`src/rtl/jt6295_chseq.sv`:
```
// Time-multiplexed ADPCM channel sequencer: one channel slot per cen4, ROM nibble fetch per busy slot.
// Latency: rom_addr registered at the end of slot k, pipe_* registered at the end of slot k+1.
// No backpressure: the slot wheel free-runs on cen4, and start/stop are captured once per frame.
module jt6295_chseq #(
    parameter  int CH = 4,
    parameter  int AW = 18,
    localparam int CW = $clog2(CH)
) (
    input  logic          clk,
    input  logic          rst,
    input  logic          cen4,
    input  logic [AW-1:0] start_addr,
    input  logic [AW-1:0] stop_addr,
    input  logic [3:0]    att,
    input  logic          loop,
    input  logic [CH-1:0] start,
    input  logic [CH-1:0] stop,
    output logic [CH-1:0] busy,
    output logic          zero,
    output logic [AW-1:0] rom_addr,
    input  logic [7:0]    rom_data,
    output logic          pipe_en,
    output logic [3:0]    pipe_att,
    output logic [3:0]    pipe_data,
    output logic [CW-1:0] pipe_ch
);

    logic [CW-1:0] slot;
    logic [CH-1:0] start_q, stop_q;

    logic [AW:0]   cnt     [CH];
    logic [AW-1:0] stp_adr [CH];
    logic [AW-1:0] lp_adr  [CH];
    logic [3:0]    att_r   [CH];
    logic [CH-1:0] loop_r;

    // Fetch stage: tracks what the ROM is returning during the next slot
    logic          emit_q;
    logic          sel_q;
    logic [3:0]    att_q;
    logic [CW-1:0] ch_q;

    logic [AW:0]   cur_cnt;
    logic          at_end;

    assign zero    = (slot == CW'(CH-1));
    assign cur_cnt = cnt[slot];
    assign at_end  = cur_cnt[0] && (cur_cnt[AW:1] >= stp_adr[slot]);

    always_ff @(posedge clk) begin
        if (rst) begin
            slot      <= '0;
            start_q   <= '0;
            stop_q    <= '0;
            busy      <= '0;
            loop_r    <= '0;
            rom_addr  <= '0;
            emit_q    <= 1'b0;
            sel_q     <= 1'b0;
            att_q     <= '0;
            ch_q      <= '0;
            pipe_en   <= 1'b0;
            pipe_att  <= '0;
            pipe_data <= '0;
            pipe_ch   <= '0;
            for (int i = 0; i < CH; i++) begin
                cnt[i]     <= '0;
                stp_adr[i] <= '0;
                lp_adr[i]  <= '0;
                att_r[i]   <= '0;
            end
        end else if (cen4) begin
            slot <= zero ? '0 : CW'(slot + 1'b1);
            if (zero) begin
                start_q <= start;
                stop_q  <= stop;
            end

            pipe_en   <= emit_q;
            pipe_ch   <= ch_q;
            pipe_att  <= att_q;
            pipe_data <= sel_q ? rom_data[3:0] : rom_data[7:4];

            emit_q <= 1'b0;
            ch_q   <= slot;
            att_q  <= att_r[slot];
            sel_q  <= cur_cnt[0];

            // start outranks stop; both outrank playback
            if (start_q[slot]) begin
                cnt[slot]     <= {start_addr, 1'b0};
                lp_adr[slot]  <= start_addr;
                stp_adr[slot] <= stop_addr;
                att_r[slot]   <= att;
                loop_r[slot]  <= loop;
                busy[slot]    <= 1'b1;
            end else if (stop_q[slot]) begin
                busy[slot] <= 1'b0;
            end else if (busy[slot]) begin
                rom_addr <= cur_cnt[AW:1];
                emit_q   <= 1'b1;
                if (at_end && loop_r[slot]) begin
                    cnt[slot] <= {lp_adr[slot], 1'b0};
                end else begin
                    cnt[slot] <= cur_cnt + 1'b1;
                    if (at_end) busy[slot] <= 1'b0;
                end
            end
        end
    end

endmodule

```
`config.mk`:
```
export PLATFORM = sky130hd
export DESIGN_NAME = jt6295_chseq
export DESIGN_NICKNAME = d
export VERILOG_FILES = /design/src/rtl/jt6295_chseq.sv
export SDC_FILE = /design/constraint.sdc
export NUM_CORES = 1
export LEC_CHECK = 0
export ABC_AREA = 1
export BUFFER_PORTS_ARGS = -buffer_cell sky130_fd_sc_hd__buf_2
export CELL_PAD_IN_SITES_DETAIL_PLACEMENT = 0
export CELL_PAD_IN_SITES_GLOBAL_PLACEMENT = 2
export CORE_MARGIN = 5
export CORE_UTILIZATION = 43
export CTS_BUF_LIST = sky130_fd_sc_hd__clkbuf_8
export DETAILED_ROUTE_END_ITERATION = 7
export MAX_ROUTING_LAYER = met4
export PLACE_DENSITY = 0.94
export SYNTH_ARGS = -nofsm -noshare
export SYNTH_HDL_FRONTEND = slang
export SYNTH_SLANG_ARGS = --single-unit
```
`constraint.sdc`:
```
create_clock -name clk -period 5.2 [get_ports clk]
set_clock_uncertainty 0.2 [all_clocks]
set_input_delay 0.26 -clock clk [delete_from_list [all_inputs] [get_ports clk]]
set_output_delay 0.26 -clock clk [all_outputs]
set_load 0.05 [all_outputs]
```
== Yosys cells after proc, flatten, opt, wreduce, memory -nomap -nowiden ==
Memory sizes are Yosys's and may differ from the RTL's. A register that Yosys moved wholly into a read port is not among the register bits.
Index checks and enable logic that the tools add are counted.

* Register bits after elaboration: 51
* Bits in writable memories: 236
* Output and inout bits: 34
* Word-level logic and storage cells: 105
* Memories: 4

* $add $sub $neg: 2
* Order comparisons: 3
* Equality and inequality tests: 2
* Mux-type cells: 61
* Bitwise operators: 7
* Reductions and logical operators: 13

{| class="wikitable"
|+ Memory list
! name !! depth !! bits a word !! rd ports !! clocked after Yosys merged registers in !! wr ports !! line !! source
|-
| cnt || 4 || 19 || 1 || 1 || 4 || 31 || <nowiki>logic [AW:0] cnt [CH];</nowiki>
|-
| lp_adr || 4 || 18 || 1 || 1 || 4 || 33 || <nowiki>logic [AW-1:0] lp_adr [CH];</nowiki>
|-
| stp_adr || 4 || 18 || 1 || 1 || 4 || 32 || <nowiki>logic [AW-1:0] stp_adr [CH];</nowiki>
|-
| att_r || 4 || 4 || 1 || 1 || 4 || 34 || <nowiki>logic [3:0] att_r [CH];</nowiki>
|}

{| class="wikitable"
|+ Operators by type and width
! kind !! number
|-
| 19-bit 2-to-1 mux || 3
|-
| 18-bit 2-to-1 mux || 2
|-
| 18-bit OR reduction || 2
|-
| 1-bit 2-to-1 mux || 32
|-
| 4-bit 2-to-1 mux || 7
|-
| 2-bit 2-to-1 mux || 11
|-
| 19-bit by 1-bit adder with 19-bit output (second input constant) || 1
|-
| 19-bit OR reduction || 1
|-
| 18-bit >= comparator || 1
|-
| 1-bit binary-select mux with 2-bit select || 4
|-
| 4-bit AND reduction || 2
|-
| 3-bit nonzero test || 2
|-
| 4-bit bitwise AND || 1
|-
| 4-bit bitwise mux || 1
|-
| 4-bit inverter || 1
|-
| 4-bit OR || 1
|-
| 2-bit AND reduction || 2
|-
| 4-bit OR reduction || 1
|-
| 1-bit logical AND || 3
|-
| 2-bit by 3-bit < comparator with 1-bit output (second input constant) || 1
|-
| 3-bit inequality test (second input constant) || 1
|-
| 2-bit by 1-bit adder with 2-bit output (second input constant) || 1
|-
| 1-bit demux with 2-bit select || 1
|-
| 2-bit equality test (second input constant) || 1
|-
| 3 further kinds || 5
|}

== Depth between registers and ports, before layout ==
* Depth after elaboration: 14
* Depth in mapped cells: 24

== Worst setup path after synthesis ==
No wires, ideal clock.

* Kind: flip-flop to flip-flop
* From: register with a tool-made name
* To: memory cnt[1][9] in the netlist's numbering (data pin)
* Arrival time: 3.094 ns
* Required time: 4.734 ns
* Path slack: 1.640 ns
* Cell stages (with the launch flop): 21
* Buffers on the path: 6
* Clock period less this slack: 3.560 ns
* Cell sequence: dfxtp_1 -> inv_2 -> buf_4 -> buf_2 -> buf_2 -> buf_2 -> buf_1 -> nand2_1 -> a32o_1 -> ha_1 -> nand2_1 -> nor2_1 -> a21boi_0 -> nor2_1 -> nand3_1 -> nand3_4 -> nor2_2 -> buf_4 -> nand2_1 -> nand3_1 -> nor2_1

{| class="wikitable"
|+ RTL lines
! element !! line
|-
| end: declaration || 31
|}

==> flow_summary.yaml <==
power_and_ir_drop:
  clock_network_fraction_of_design_power: 0.362
  power.switching_fraction: 0.283
  p_int_mw: 3.94
  switching_power_mw: 1.55
  pwr_density_cell_nw_per_um2: 341
  sequentialPowerShare: 0.490
  vdd_drop_max_v: 0.000194
  p_leak_nw: 6.84
  comb_power_share: 0.148
yosys:
  main_combinational_cell_family_by_area_after_synthesis: "simple AND/OR/NAND/NOR gates"
  arithmetic_cell_share_of_the_synthesized_area_counting_full_adders_half_adders_and_majority_gates: 0.0209
  netlist_area_sq_um: 13800
  synth_simple_gate_area_share: 0.219
  synth_cell_type_count: 36
  syn_area_per_cell_sq_um: 9.34
  synth-compound-area-share: 0.0909
  synthArstFlopShare: 0
  synthesis.yosys.warnings: 0
  synthesis.nets: 1559
  ys_top_cells_by_count: "nor2_1, nand2_1, edfxtp_1"
  yosys-top-cells-area: "edfxtp_1, nor2_1, dfxtp_1, nand2_1, inv_1"
  seq_area_frac_synth: 0.597
  multiplexer_fraction_of_the_synthesized_cell_area: 0.00291
  top_count_cell_post_synth: "nor2_1"
  yosys.area.top_type_share: 0.514
  synth_enable_flop_cells: 236
  xor_xnor_cell_area_share_of_the_yosys_netlist: 0.00699
  gate_count_post_synth: 1476
  synth_ff_type: "edfxtp_1"
  synth-seq-cells: 293
  netlist.top_cell.by_area: "edfxtp_1"
die:
  die_area_sq_um: 35700
  die-height_microns: 189
  design.core.area_sq_um: 31600
  row_count: 65
  effective_utilization_at_floorplan: 0.436
  boundaryPins: 94
  chip_width_microns: 189
clocking:
  cts_tree: "yes"
  numCtsBuffers: 51
  ctsLongestPathBuffers: 3
  cts_root_buf: "clkbuf_8"
  worstSkewPairLatency_ns: 0.56
  post_cts_buffers: 0
  cts_repair_resize_count: 0
  clock-sinks: 293
  htree_levels: 2
  worst_setup_hold_path_clk_slew_ns: 0.06
global_routing:
  grt_max_degree: 110
  grt_pass1_wl_microns: 60100
  grt_antenna_before_repair: 0
  grtUsageTotal: 0.221
  vias_in_the_first_global_route: 10600
  total_gr_overflow: 0
critical_path:
  worstPathMaxFanout: 109
  critPathArrivalTime_ns: 4.52
  critPathRequiredTime_ns: 5.40
  crit_family: "simple AND/OR/NAND/NOR gates"
  critPathSlowestCell: "buf_4"
  r2r.worst_path.cells: 15
  critical_path.most_common_cell: "nand2_1"
  critPathBufInv: 1
  worstSetupPathDepth: 15
  path_cells: "buf_4 -> o21ai_0 -> o22ai_1 -> ha_1 -> nand2_1 -> nor2_1 -> a21boi_0 -> nor2_1 -> nand3_1 -> nand3_4 -> nor2_2 -> nand2_1 -> nand2_1 -> nand2_1 -> nor2_1"
  worst_path_largest_cell_delay_ns: 0.77
  critical_path_sink_type: "flop"
  criticalPathCategory: "reg2reg"
  worst_setup_path_start_kind: "flop"
placed_design:
  post_place_cell_area_sq_um: 14500
  post-dp-hpwl_microns: 24000
  numPortBuffers: 93
  gp_routability_congestion: 0.973
route:
  routed_via_count: 10700
  route.antenna.remaining_nets: 0
  routed_via_density: 5.19
  drt_pre_antenna_iters: 5
  avgRoutedWirePerCell_microns: 18.7
  first_iter_violations: 813
  drc_errors: 0
  total_routed_length_microns: 38600
cells_and_area:
  area_delta_synth_final_pct: 16.8
  inserted_diodes: 0
  layout_cells_sized_above_1: 0.137
  area.sequential_sq_um: 8230
  nets: 1708
  fillCellCount: 2987
  finish.instance_area_sq_um: 16100
  multi_input_area_sq_um: 4710
sta:
  setup-tns-final_ns: 0
  setup-violations-final: 0
  max_slew_margin: 0.167
  finalWorstPathRequiredPeriod_ns: 4.33
  timing.fmax_mhz: 231
  finalHoldViolCount: 0
  fin_crit_sh: 0.832
  rsz0062_at_grt: "no"
  timing.final.max_slew_violations: 0
  max_slew.worst_pin.slew_ns: 1.25
status:
  outcome: "completed"
hold_path:
  min-delay-path-class: "reg2reg"
  number_of_instances_on_the_worst_hold_path: 2
flow_run:
  maxCapViolCount: 0
## stage by stage
stage               setup WS (ns)  hold slack (ns)  utilization  total power, mW  cells
floorplan                    1.64            0.224            -             3.26   1476
global placement            0.982            0.248        0.460             3.50   1914
detailed placement          0.914            0.254        0.460             3.51   1914
CTS                         0.879            0.264        0.509             5.53   2069
global route                0.474            0.280        0.509             5.73   2069
finish                      0.875            0.264        0.509             5.49   2069
## final cells by class
type,instances,share of cell area
Sequential cell,293,0.511
Multi-Input combinational cell,984,0.293
Timing Repair Buffer,176,0.0777
Clock buffer,53,0.0453
Tap cell,402,0.0313
Inverter,119,0.0278
Clock inverter,42,0.0139
## registers in the layout, summed over array words and instances (netlist names), named ones only
name,count
cnt,76
lp_adr,72
stp_adr,72
rom_addr,18
att_r,16
att_q,4
loop_r,4
pipe_att,4
pipe_data,4
start_q,4
stop_q,4
ch_q,2
pipe_ch,2
slot,2
emit_q,1
pipe_en,1
sel_q,1
## repair_timing
action	CTS	global route
hold endpoints to repair	186	0
endpoints found under the setup margin	0	0
hold buffers	60	0
## worst reg2reg max path, cell delays in order, from the launching register on
cell and delay, ns:
dfxtp_4 0.34, buf_4 0.77, o21ai_0 0.46, o22ai_1 0.34, ha_1 0.21, nand2_1 0.07
nor2_1 0.16, a21boi_0 0.20, nor2_1 0.06, nand3_1 0.20, nand3_4 0.18, nor2_2 0.51
nand2_1 0.10, nand2_1 0.09, nand2_1 0.12, nor2_1 0.15
## placed cells by master, fill, tap and decap left out, types with 2 or more instances in the layout
cell           Yosys  layout
nor3_1            17      17
nor2_2             9       9
dlygate4sd3_1      0      60
a32o_1            24      24
nand3_1           71      70
bufinv_16          0       2
o21ai_1           13      13
inv_2              8       8
o211ai_1           5       5
a31oi_1            2       2
clkinv_2           0      11
ha_1              23      23
nand2_1          300     297
clkbuf_8           0      53
o21ai_0           83      83
inv_1            111     124
nand2_2            8      11
nor2_1           308     308
clkinv_1           0      16
dfxtp_1           57      56
o22ai_1           17      17
buf_4              6      22
nor2_4             4       4
xor2_1            11      11
nand3_4            2       2
nand3_2            6       7
edfxtp_1         236     236
buf_2             20      93
mux2i_1            4       4
a21oi_1           68      68
nor3_2             2       2
## final timing paths
check | startpoint | end | slack, ns
worst min-delay path | loop_r[2]$_SDFFE_PP0P_ | loop_r[2]$_SDFFE_PP0P_ | 0.26
worst max register to register | flop | cnt[2][10]$_SDFFCE_PN0P_ | 0.87
worst min register to register | loop_r[2]$_SDFFE_PP0P_ | loop_r[2]$_SDFFE_PP0P_ | 0.26
worst max-delay path | flop | cnt[2][10]$_SDFFCE_PN0P_ | 0.87
## power by group through the flow
stage	Sequential (mW)	Combinational, mW	Clock (mW)
4_1_cts	2.69	0.815	2.02
3_5_place_dp	2.74	0.776	0
2_1_floorplan	2.78	0.474	0
6_report	2.69	0.811	1.99
5_1_grt	2.70	0.897	2.13
3_3_place_gp	2.73	0.768	0
## layer usage
metal,vias up,wire length [microns],track usage
met3,62,2220,0.0396
met5,-,0,-
met1,5139,16800,0.284
li1,5246,-,-
met2,299,18600,0.363
met4,0,1030,0.0631
## kinds of logic (layout without fill, tap and decap cells)
kind of cell    count (synthesis)  in the layout
compound gates                216            216
buf+inv                       199            390
xor+xnor                       11             11
mux                             4              4
simple gates                  730            730
flops                         293            293
fa+ha+maj                      23             23
(Power assumes the default switching activity.)
